===== src/rtl/tcdm_g_pkg.sv =====
// Shared types, width helpers and the protocol-check macro for the grouped TCDM arbiter.

// Flags a protocol violation in simulation without stopping the run.
`define TCDM_G_PROTO_ASSERT(clk_, rst_, cond_, msg_) \
  assert property (@(posedge clk_) disable iff (rst_) (cond_)) \
    else $warning(msg_)

package tcdm_g_pkg;

  // Container for a requester ID as stored in the owner FIFO.
  localparam int unsigned OWNER_ID_MAX_W = 8;
  typedef logic [OWNER_ID_MAX_W-1:0] owner_id_t;

  // Index width for n items; a single item still needs one bit.
  function automatic int unsigned id_width(input int unsigned n);
    return (n > 1) ? $clog2(n) : 1;
  endfunction

  // Width of a counter able to hold the value depth.
  function automatic int unsigned cnt_width(input int unsigned depth);
    return $clog2(depth + 1);
  endfunction

endpackage


===== src/rtl/tcdm_g_rr_port.sv =====
// One grouped port: round-robin arbiter over NREQ requesters, plus an
// in-order owner FIFO that routes each TCDM response back to its issuer.

module tcdm_g_rr_port
  import tcdm_g_pkg::*;
#(
  parameter int unsigned NREQ       = 2,
  parameter int unsigned MAX_OUTST  = 2,
  parameter int unsigned ADDR_WIDTH = 32,
  parameter int unsigned WDATA_W    = 32,
  parameter int unsigned BE_W       = 4
) (
  input  logic                                 clk,
  input  logic                                 rst,
  input  logic [NREQ-1:0]                      req_slave,
  input  logic [NREQ-1:0][ADDR_WIDTH-1:0]      add_slave,
  input  logic [NREQ-1:0]                      wen_slave,
  input  logic [NREQ-1:0][WDATA_W-1:0]         wdata_slave,
  input  logic [NREQ-1:0][BE_W-1:0]            be_slave,
  output logic [NREQ-1:0]                      gnt_slave,
  output logic [NREQ-1:0]                      r_valid_slave,
  output logic                                 req_master,
  output logic [ADDR_WIDTH-1:0]                add_master,
  output logic                                 wen_master,
  output logic [WDATA_W-1:0]                   wdata_master,
  output logic [BE_W-1:0]                      be_master,
  input  logic                                 gnt_master,
  input  logic                                 r_valid_master
);

  localparam int unsigned ID_W  = id_width(NREQ);
  localparam int unsigned PTR_W = id_width(MAX_OUTST);
  localparam int unsigned CNT_W = cnt_width(MAX_OUTST);

  localparam logic [ID_W-1:0]  LAST_ID   = ID_W'(NREQ - 1);
  localparam logic [PTR_W-1:0] LAST_SLOT = PTR_W'(MAX_OUTST - 1);
  localparam logic [CNT_W-1:0] DEPTH     = CNT_W'(MAX_OUTST);

  logic [ID_W-1:0]  rr_ptr;
  logic [ID_W-1:0]  winner;
  logic [NREQ-1:0]  mask;
  logic             hit;
  logic             any_req;
  logic             full;
  logic             empty;
  logic             hs;
  logic             pop;

  owner_id_t        fifo_q [MAX_OUTST];
  owner_id_t        head;
  logic [PTR_W-1:0] wr_ptr;
  logic [PTR_W-1:0] rd_ptr;
  logic [CNT_W-1:0] count;

  assign full  = (count == DEPTH);
  assign empty = (count == '0);
  assign head  = fifo_q[rd_ptr];

  // Thermometer mask of requesters at or above rr_ptr; equality-only so the
  // upper pass stays free of range comparisons against the pointer.
  always_comb begin
    hit  = 1'b0;
    mask = '0;
    for (int unsigned i = 0; i < NREQ; i++) begin
      if (rr_ptr == ID_W'(i)) hit = 1'b1;
      mask[i] = hit;
    end
  end

  // Pick the first requester from rr_ptr upward, wrapping to the bottom.
  always_comb begin
    winner  = '0;
    any_req = 1'b0;
    for (int unsigned i = 0; i < NREQ; i++) begin
      if (!any_req && req_slave[i] && mask[i]) begin
        any_req = 1'b1;
        winner  = ID_W'(i);
      end
    end
    for (int unsigned i = 0; i < NREQ; i++) begin
      if (!any_req && req_slave[i]) begin
        any_req = 1'b1;
        winner  = ID_W'(i);
      end
    end
  end

  // Master-side request/fields and per-requester grant/response decode.
  always_comb begin
    req_master    = ~rst & any_req & ~full;
    hs            = req_master & gnt_master;
    pop           = ~rst & r_valid_master & ~empty;
    gnt_slave     = '0;
    r_valid_slave = '0;
    for (int unsigned i = 0; i < NREQ; i++) begin
      gnt_slave[i]     = hs & (winner == ID_W'(i));
      r_valid_slave[i] = pop & (head == owner_id_t'(i));
    end
    add_master   = add_slave[winner];
    wen_master   = wen_slave[winner];
    wdata_master = wdata_slave[winner];
    be_master    = be_slave[winner];
  end

  // Round-robin pointer and owner FIFO; push and pop in one cycle cancel in count.
  always_ff @(posedge clk) begin
    if (rst) begin
      rr_ptr <= '0;
      wr_ptr <= '0;
      rd_ptr <= '0;
      count  <= '0;
      for (int unsigned k = 0; k < MAX_OUTST; k++) fifo_q[k] <= '0;
    end else begin
      if (hs) begin
        fifo_q[wr_ptr] <= owner_id_t'(winner);
        wr_ptr         <= (wr_ptr == LAST_SLOT) ? '0 : wr_ptr + PTR_W'(1);
        rr_ptr         <= (winner == LAST_ID) ? '0 : winner + ID_W'(1);
      end
      if (pop) begin
        rd_ptr <= (rd_ptr == LAST_SLOT) ? '0 : rd_ptr + PTR_W'(1);
      end
      if (hs && !pop) begin
        count <= count + CNT_W'(1);
      end else if (pop && !hs) begin
        count <= count - CNT_W'(1);
      end
    end
  end

  `TCDM_G_PROTO_ASSERT(clk, rst, !(r_valid_master && empty),
                       "tcdm_g_rr_port: r_valid_master with no outstanding request");

endmodule


===== src/rtl/tcdm_g_arbiter.sv =====
// Shares NPX grouped TCDM master ports between NREQ grouped requesters.
// Each port is arbitrated independently by its own tcdm_g_rr_port.

module tcdm_g_arbiter
  import tcdm_g_pkg::*;
#(
  parameter int unsigned ADDR_WIDTH = 32,
  parameter int unsigned DATA_WIDTH = 32,
  parameter int unsigned BE_WIDTH   = DATA_WIDTH / 8,
  parameter int unsigned SIZE       = 1,
  parameter int unsigned NPX        = 4,
  parameter int unsigned NREQ       = 2,
  parameter int unsigned MAX_OUTST  = 2
) (
  input  logic                                            clk,
  input  logic                                            rst,
  input  logic [NREQ-1:0][NPX-1:0]                        req_slave,
  input  logic [NREQ-1:0][NPX-1:0][ADDR_WIDTH-1:0]        add_slave,
  input  logic [NREQ-1:0][NPX-1:0]                        wen_slave,
  input  logic [NREQ-1:0][NPX-1:0][SIZE*DATA_WIDTH-1:0]   wdata_slave,
  input  logic [NREQ-1:0][NPX-1:0][SIZE*BE_WIDTH-1:0]     be_slave,
  output logic [NREQ-1:0][NPX-1:0]                        gnt_slave,
  output logic [NREQ-1:0][NPX-1:0]                        r_valid_slave,
  output logic [NREQ-1:0][NPX-1:0][SIZE*DATA_WIDTH-1:0]   r_rdata_slave,
  output logic [NPX-1:0]                                  req_master,
  output logic [NPX-1:0][ADDR_WIDTH-1:0]                  add_master,
  output logic [NPX-1:0]                                  wen_master,
  output logic [NPX-1:0][SIZE*DATA_WIDTH-1:0]             wdata_master,
  output logic [NPX-1:0][SIZE*BE_WIDTH-1:0]               be_master,
  input  logic [NPX-1:0]                                  gnt_master,
  input  logic [NPX-1:0]                                  r_valid_master,
  input  logic [NPX-1:0][SIZE*DATA_WIDTH-1:0]             r_rdata_master
);

  localparam int unsigned WW = SIZE * DATA_WIDTH;
  localparam int unsigned BW = SIZE * BE_WIDTH;

  for (genvar j = 0; j < NPX; j++) begin : g_port
    logic [NREQ-1:0]                 req_p;
    logic [NREQ-1:0]                 wen_p;
    logic [NREQ-1:0]                 gnt_p;
    logic [NREQ-1:0]                 rv_p;
    logic [NREQ-1:0][ADDR_WIDTH-1:0] add_p;
    logic [NREQ-1:0][WW-1:0]         wdata_p;
    logic [NREQ-1:0][BW-1:0]         be_p;

    // Regroup the requester-major buses into this port's per-requester view.
    for (genvar i = 0; i < NREQ; i++) begin : g_req
      assign req_p[i]             = req_slave[i][j];
      assign wen_p[i]             = wen_slave[i][j];
      assign add_p[i]             = add_slave[i][j];
      assign wdata_p[i]           = wdata_slave[i][j];
      assign be_p[i]              = be_slave[i][j];
      assign gnt_slave[i][j]      = gnt_p[i];
      assign r_valid_slave[i][j]  = rv_p[i];
      assign r_rdata_slave[i][j]  = r_rdata_master[j];
    end

    tcdm_g_rr_port #(
      .NREQ       (NREQ),
      .MAX_OUTST  (MAX_OUTST),
      .ADDR_WIDTH (ADDR_WIDTH),
      .WDATA_W    (WW),
      .BE_W       (BW)
    ) u_port (
      .clk            (clk),
      .rst            (rst),
      .req_slave      (req_p),
      .add_slave      (add_p),
      .wen_slave      (wen_p),
      .wdata_slave    (wdata_p),
      .be_slave       (be_p),
      .gnt_slave      (gnt_p),
      .r_valid_slave  (rv_p),
      .req_master     (req_master[j]),
      .add_master     (add_master[j]),
      .wen_master     (wen_master[j]),
      .wdata_master   (wdata_master[j]),
      .be_master      (be_master[j]),
      .gnt_master     (gnt_master[j]),
      .r_valid_master (r_valid_master[j])
    );
  end

endmodule


===== config.mk =====
export PLATFORM = sky130hd
export DESIGN_NAME = tcdm_g_arbiter
export DESIGN_NICKNAME = d
export VERILOG_FILES = /design/src/rtl/tcdm_g_pkg.sv /design/src/rtl/tcdm_g_rr_port.sv /design/src/rtl/tcdm_g_arbiter.sv
export SDC_FILE = /design/constraint.sdc
export NUM_CORES = 1
export LEC_CHECK = 0
export BUFFER_PORTS_ARGS = -buffer_cell sky130_fd_sc_hd__buf_2
export CORE_AREA = 2 2 490 492
export CTS_CLUSTER_DIAMETER = 150
export DETAILED_ROUTE_END_ITERATION = 10
export DIE_AREA = 0 0 492 494
export HOLD_SLACK_MARGIN = 0.06
export PLACE_DENSITY_LB_ADDON = 0.08
export RECOVER_POWER = 25
export SYNTH_ARGS = -nofsm -noshare
export SYNTH_HDL_FRONTEND = slang
export SYNTH_SLANG_ARGS = --single-unit

===== constraint.sdc =====
create_clock -name clk -period 1.9 [get_ports clk]
set_input_delay 0.285 -clock clk [delete_from_list [all_inputs] [get_ports clk]]
set_output_delay 0.285 -clock clk [all_outputs]
set_load 0.02 [all_outputs]

### After elaboration in Yosys (flattened, before gate mapping)

Memory sizes are Yosys's and may differ from the RTL's. A register that Yosys moved wholly into a read port is not among the register bits.
Index checks and enable logic that the tools add are counted.
W data, S select, Z words.

* flip-flop bits (word level): 20
* RAM bits: 8
* bits of input ports: 698
* output and inout port bits: 552
* logic and storage cells: 287
* memories kept: 4

* add/subtract/negate cells: 20
* magnitude comparators: 4
* eq/ne operators: 8
* mux-type cells: 122
* bitwise operators: 49
* reduce and logical (&&, ||, !) cells: 64

Memories
* g_port[0].u_port.fifo_q: depth 2, width 1, read ports 1, clocked after memory_dff 1, write ports 2, RTL line tcdm_g_rr_port.sv:49 `owner_id_t fifo_q [MAX_OUTST];`
* g_port[1].u_port.fifo_q: depth 2, width 1, read ports 1, clocked after memory_dff 1, write ports 2, RTL line tcdm_g_rr_port.sv:49
* g_port[2].u_port.fifo_q: depth 2, width 1, read ports 1, clocked after memory_dff 1, write ports 2, RTL line tcdm_g_rr_port.sv:49
* g_port[3].u_port.fifo_q: depth 2, width 1, read ports 1, clocked after memory_dff 1, write ports 2, RTL line tcdm_g_rr_port.sv:49

Operator list (count)
* $mux W32: 16
* $mux W1: 90
* $and A1 B1 Y1: 36
* $eq A8 B1 Y1 const B: 4
* $logic_not A8 Y1: 4
* $mux W4: 8
* $logic_and A1 B1 Y1: 28
* $logic_not A1 Y1: 20
* $mux W2: 8
* $not A1 Y1: 13
* $add A1 B1 Y1 const B: 12
* $add A2 B1 Y2 const B: 4
* $eq A2 B2 Y1 const B: 4
* $logic_not A2 Y1: 4
* $lt A1 B2 Y1 const B: 4
* $reduce_bool A2 Y1: 4
* $sub A2 B1 Y2 const B: 4
* $reduce_or A1 Y1: 4

### Longest topological paths before layout

* depth after elaboration: 21
* mapped depth: 8

### Cells and area by module

A second synthesis with hierarchy kept.

* cells, all modules: 740
* area, all modules: 6871.6 µm²

By module, submodules not included
* tcdm_g_rr_port: instances 4, cells each 121, area an instance 1237.4 µm², seq. area each 180.2 µm²
* tcdm_g_arbiter: instances 1, cells each 256, area an instance 1921.8 µm², seq. area each 0.0 µm²

### Worst setup path after synthesis

Ideal clock, no wire load.

* path type: flip-flop to flip-flop
* start: register g_port[3].u_port.count[0]
* end: register g_port[3].u_port.count[1]
* library setup time: 0.071 ns
* arrival time: 1.665 ns
* data required time: 1.829 ns
* path slack: 0.165 ns
* cell stages (with the launch flop): 7
* path buffers: 0
* cell sequence: dfxtp_1 > nor2b_1 > or4_4 > inv_1 > ha_1 > or3_1 > a21oi_1

* longest elaborated chain between the ends: 7

Ends and longest elaborated chain
* start, declared: RTL line tcdm_g_rr_port.sv:53 `logic [CNT_W-1:0] count;`
* start signal, assigned: RTL line tcdm_g_rr_port.sv:123 `count <= count + CNT_W'(1);`
* start signal, assigned: RTL line tcdm_g_rr_port.sv:125 `count <= count - CNT_W'(1);`
* $eq A2 B2 Y1 (*): RTL line tcdm_g_rr_port.sv:55 `assign full = (count == DEPTH);`
* $not A1 Y1 (*): RTL line tcdm_g_rr_port.sv:90 `req_master = ~rst & any_req & ~full;`
* $and A1 B1 Y1 (*): RTL line tcdm_g_rr_port.sv:90
* $and A1 B1 Y1 (*): RTL line tcdm_g_rr_port.sv:91 `hs = req_master & gnt_master;`
* net g_port[3].u_port.hs: RTL line tcdm_g_rr_port.sv:46 `logic hs;`
* $logic_not A1 Y1: RTL line tcdm_g_rr_port.sv:124 `end else if (pop && !hs) begin`
* $logic_and A1 B1 Y1: RTL line tcdm_g_rr_port.sv:124
* $reduce_bool A2 Y1 (no line)

The timed path passes the listed nets; every way through them passes the cells marked *. The select of a mux whose other input is x is not followed.
A chain may end at the register's enable or synchronous reset.

### Worst setup path in the final report

* start: register g_port[0].u_port.rr_ptr
* end: output wen_master[0]

* longest elaborated chain between the ends: 15

Ends and longest elaborated chain
* start, declared: RTL line tcdm_g_rr_port.sv:39 `logic [ID_W-1:0] rr_ptr;`
* start signal, assigned: RTL line tcdm_g_rr_port.sv:117 `rr_ptr <= (winner == LAST_ID) ? '0 : winner + ID_W'(1);`
* $mux W1: RTL line tcdm_g_rr_port.sv:65 `if (rr_ptr == ID_W'(i)) hit = 1'b1;`
* $logic_and A1 B1 Y1: RTL line tcdm_g_rr_port.sv:75 `if (!any_req && req_slave[i] && mask[i]) begin`
* $mux W1: RTL line tcdm_g_rr_port.sv:75
* $logic_not A1 Y1: RTL line tcdm_g_rr_port.sv:75
* $logic_and A1 B1 Y1 (2 in a row): RTL line tcdm_g_rr_port.sv:75
* $mux W1: RTL line tcdm_g_rr_port.sv:75
* $logic_not A1 Y1: RTL line tcdm_g_rr_port.sv:81 `if (!any_req && req_slave[i]) begin`
* $logic_and A1 B1 Y1: RTL line tcdm_g_rr_port.sv:81
* $mux W1: RTL line tcdm_g_rr_port.sv:81
* $logic_not A1 Y1: RTL line tcdm_g_rr_port.sv:81
* $logic_and A1 B1 Y1: RTL line tcdm_g_rr_port.sv:81
* $mux W1 (*): RTL line tcdm_g_rr_port.sv:81
* $mux W1 (implied by the code) (*) (2 in a row): RTL line tcdm_g_rr_port.sv:100 `wen_master = wen_slave[winner];`
* end, declared: RTL line tcdm_g_arbiter.sv:27 `output logic [NPX-1:0] wen_master,`

Every way passes the cells marked *; elsewhere a longest branch is shown, timed or not. The select of a mux whose other input is x is not followed.

==> metrics.md <==
| Metric | Value |
|---|---|
| Run status | finished with violations |
| Violations in the final reports | negative setup slack |
| Worst-case clock buffer depth | 2 |
| Count of maximum capacitance violations | 0 |
| Post-route worst hold slack | 305 ps |
| Fin crit share | 108% |
| Via count of the first global-routing pass | 9,156 |
| Class of the most critical setup path | reg2out |
| Slew Limit Headroom | 69.7% |
| Area added between synthesis and finish | 155% |
| Average detailed-routed wire length per instance | 18.3 um |
| Total of flip-flops plus latches after synthesis | 32 |
| Final weighted congestion in routability-driven placement | 0.710 |
| Syn_area_per_cell | roughly 9.4 sq um |
| Highest fanout seen on the critical path | 4 |
| Drt via density | 1.86 |
| Final core utilization | 7.52% |
| Ratio of cells with drive above 1 in the final layout | about nine tenths |
| Complex-gate fraction of the synthesized area | 3.36% |
| Fraction of synthesized cell area in xor and xnor cells | 1.50% |
| CP required | roughly 1600 ps |
| Site Rows | 179 |
| GRT Overall Usage | between 6 and 7% |
| Endpoint kind of the worst setup timing path | output pin |
| Kind of launch point of the worst setup path | flip-flop |
| Boundary pin count | 1,250 |
| Final setup viols | 205 |
| Number of design-rule violations left by the first detailed-router iteration | 214 |
| Data arrival time of the critical path | 1760 ps |
| Cell area after layout | 17,900 sq um |
| Number of nets in the layout | between 2,000 and 2,500 |
| DP Area | 13,800 sq um |
| Unrepaired setup endpoints after global routing | true |
| Register clock-pin slew on the reported worst setup and hold paths | around 60 ps |
| Synthesis warning total | 0 |
| Worst hold path class | in2reg |
| DPL Wire Length | 74,800 um |
| Later-pin clock latency in the skew report | 310 ps |
| Overall routed net length | between 80,000 and 90,000 um |
| Antenna violations before repair | 71 |
| Fraction of the mapped netlist area in simple logic gates | 5.51% |
| FF-to-FF setup slack | 40 ps |
| Height of the die | 494 um |
| Main combinational cell family by area after synthesis | multiplexers |
| First-pass GRT wire length | 102,000 um |
| Number of detailed-routing iterations run before antenna repair | 4 |
| Post-synth design cell area | 7000 sq um |
| Arithmetic-cell share of the synthesized area counting full adders, half adders and majority gates | 0.715% |
| Multiplexer fraction of the synthesized cell area | a little under half |
| Synthesized instance count | 747 |
| Pins over their slew limit | 0 |
| Total via count after detailed routing | about 8,600 |
| Number of design rule violations left after detail routing | 0 |
| Effective utilization at floorplan | 2.95% |
| Slew at the pin closest to its max-slew limit | around 450 ps |
| X dimension of the die | roughly 490 um |
| Post-DRT Antenna Nets | 0 |
| Synth Net Count | approximately 1,400 |
| Remaining global-route overflow | 0 |
| Leakage component of the power | 8.05 nW |
| Sequential fraction of the synthesis area | 10.3% |
| Root Driver | sky130_fd_sc_hd__clkbuf_16 |
| Final Hold Viols | 0 |
| Power per cell area | a little under 400 nW/um^2 |
| Maximum VDD drop | 242 uV |
| Maximum number of pins on one net before global-route repair | 14 |
| TritonCTS sink count | 32 |
| CTS tree | yes |
| Die Footprint | 243,000 sq um |
| Port buffer count | 865 |
| Total clock buffers created by CTS | 5 |
| Core region area | 237,000 sq um |
| Worst Setup Slack post-DPL | -221 ps |
| Time the final worst path needs with I/O delays and setup | 2050 ps |
| Max Clock Skew | 3.10 ps |
| Library cells used by synthesis | 34 |
| Worst setup margin | -146 ps |
| H-tree depth reported by CTS | 2 |
| Fmax | 489 MHz |
| Final total power | 7.08 mW |
==> cell usage in the layout (no fill, tap or decap), types with 8 or more instances in the layout <==
cell,count
sky130_fd_sc_hd__buf_8,25
sky130_fd_sc_hd__dfxtp_1,13
sky130_fd_sc_hd__edfxtp_1,8
sky130_fd_sc_hd__buf_16,8
sky130_fd_sc_hd__buf_2,603
sky130_fd_sc_hd__mux2_4,250
sky130_fd_sc_hd__o21ai_0,10
sky130_fd_sc_hd__diode_2,14
sky130_fd_sc_hd__buf_12,44
sky130_fd_sc_hd__buf_4,59
sky130_fd_sc_hd__xor2_1,12
sky130_fd_sc_hd__buf_6,250
sky130_fd_sc_hd__nor2_1,20
sky130_fd_sc_hd__mux2_2,26
sky130_fd_sc_hd__dfxtp_2,10
==> final timing paths <==
kind                             startpoint                         to  depth (start not counted)
setup / recovery    g_port[0].u_port.rr_ptr              wen_master[0]                          7
hold / removal                gnt_master[2]    g_port[2].u_port.rr_ptr                          3
setup reg to reg  g_port[3].u_port.count[1]  g_port[3].u_port.count[1]                          6
hold reg to reg   g_port[1].u_port.count[1]  g_port[1].u_port.count[1]                          2
==> stage by stage <==
step | std cells | TNS (ps)
after floorplan | 747 | 0
after global placement | 4560 | -4410
after detailed placement | 4560 | -3410
after CTS | 4628 | -36130
after global routing | 4624 | -31320
final | 4633 | -12210
==> layer usage <==
layer  wire (um)  GRT usage, %  vias to the layer above
met5         414         0.294                        -
met4        2090          1.70                       52
met3        9740          3.07                      194
li1            -             -                     3758
met2       41700          11.7                      761
met1       30600          6.81                     3833
==> cell usage after synthesis <==
library cell,instances,area [sq um]
sky130_fd_sc_hd__a21o_1,2,15.0
sky130_fd_sc_hd__a21oi_1,8,40.0
sky130_fd_sc_hd__a311oi_1,1,8.76
sky130_fd_sc_hd__a31oi_1,4,25.0
sky130_fd_sc_hd__a41o_1,3,30.0
sky130_fd_sc_hd__and2_1,2,12.5
sky130_fd_sc_hd__buf_1,3,11.3
sky130_fd_sc_hd__buf_2,1,5.00
sky130_fd_sc_hd__buf_4,271,2030
sky130_fd_sc_hd__buf_6,21,236
sky130_fd_sc_hd__clkbuf_1,1,3.75
sky130_fd_sc_hd__dfxtp_1,24,480
sky130_fd_sc_hd__edfxtp_1,8,240
sky130_fd_sc_hd__ha_1,4,50.1
sky130_fd_sc_hd__inv_1,8,30.0
sky130_fd_sc_hd__mux2_2,276,3110
sky130_fd_sc_hd__mux2i_1,7,70.1
sky130_fd_sc_hd__nand2_1,7,26.3
sky130_fd_sc_hd__nand2_2,4,25.0
sky130_fd_sc_hd__nand2b_1,12,75.1
sky130_fd_sc_hd__nand3_1,2,10.0
sky130_fd_sc_hd__nor2_1,22,82.6
sky130_fd_sc_hd__nor2b_1,6,37.5
sky130_fd_sc_hd__nor3_1,5,25.0
sky130_fd_sc_hd__nor4_1,6,37.5
sky130_fd_sc_hd__nor4b_1,2,17.5
sky130_fd_sc_hd__o211ai_1,1,7.51
sky130_fd_sc_hd__o21ai_0,13,65.1
sky130_fd_sc_hd__o21ai_1,3,15.0
sky130_fd_sc_hd__o21ba_2,2,20.0
sky130_fd_sc_hd__o311ai_0,1,8.76
sky130_fd_sc_hd__or3_1,4,25.0
sky130_fd_sc_hd__or4_4,1,11.3
sky130_fd_sc_hd__xor2_1,12,105
==> worst max-delay path, stage by stage (launching register included) <==
cell and delay [ps]:
sky130_fd_sc_hd__dfxtp_2 320, sky130_fd_sc_hd__nand2b_4 170, sky130_fd_sc_hd__buf_12 140, sky130_fd_sc_hd__nand2_8 80, sky130_fd_sc_hd__buf_12 170, sky130_fd_sc_hd__buf_8 130, sky130_fd_sc_hd__mux2_4 300, sky130_fd_sc_hd__buf_6 130
==> layout make-up <==
| cell class | instances | area [sq um] |
|---|---|---|
| flip-flops and latches | 32 | 737 |
| multi-input cells | 412 | 5140 |
| inverters | 8 | 30.0 |
| fillers | 27907 | 220000 |
| diodes | 14 | 35.0 |
| clock buffers | 8 | 146 |
| repair buffers | 992 | 7810 |
| well taps | 3167 | 3960 |
==> report_power, final <==
| part | leakage [nW] | internal [mW] | switching (mW) |
|---|---|---|---|
| clock | 0.0713 | 0.525 | 0.376 |
| sequential | 0.285 | 0.805 | 0.0779 |
| combinational | 7.69 | 2.84 | 2.46 |
==> cell families (layout without fill, tap and decap cells) <==
family / Yosys count / after routing
DFF: 32 / 32
buffers and inverters: 305 / 1008
adders and majority gates: 4 / 4
xor gates and xnor gates: 12 / 12
muxes: 283 / 283
and+or+nand+nor: 73 / 75
other: 0 / 14
AOI/OAI and AO/OA: 38 / 38
==> what timing repair did <==
item / CTS / global route
gates cloned: 22 / 2
resized for setup: 681 / 279
setup buffers: 41 / 12
hold buffers: 0 / 0
endpoints found under the setup margin: 285 / 281
pin swaps: 8 / 5
(Power assumes the default switching activity.)
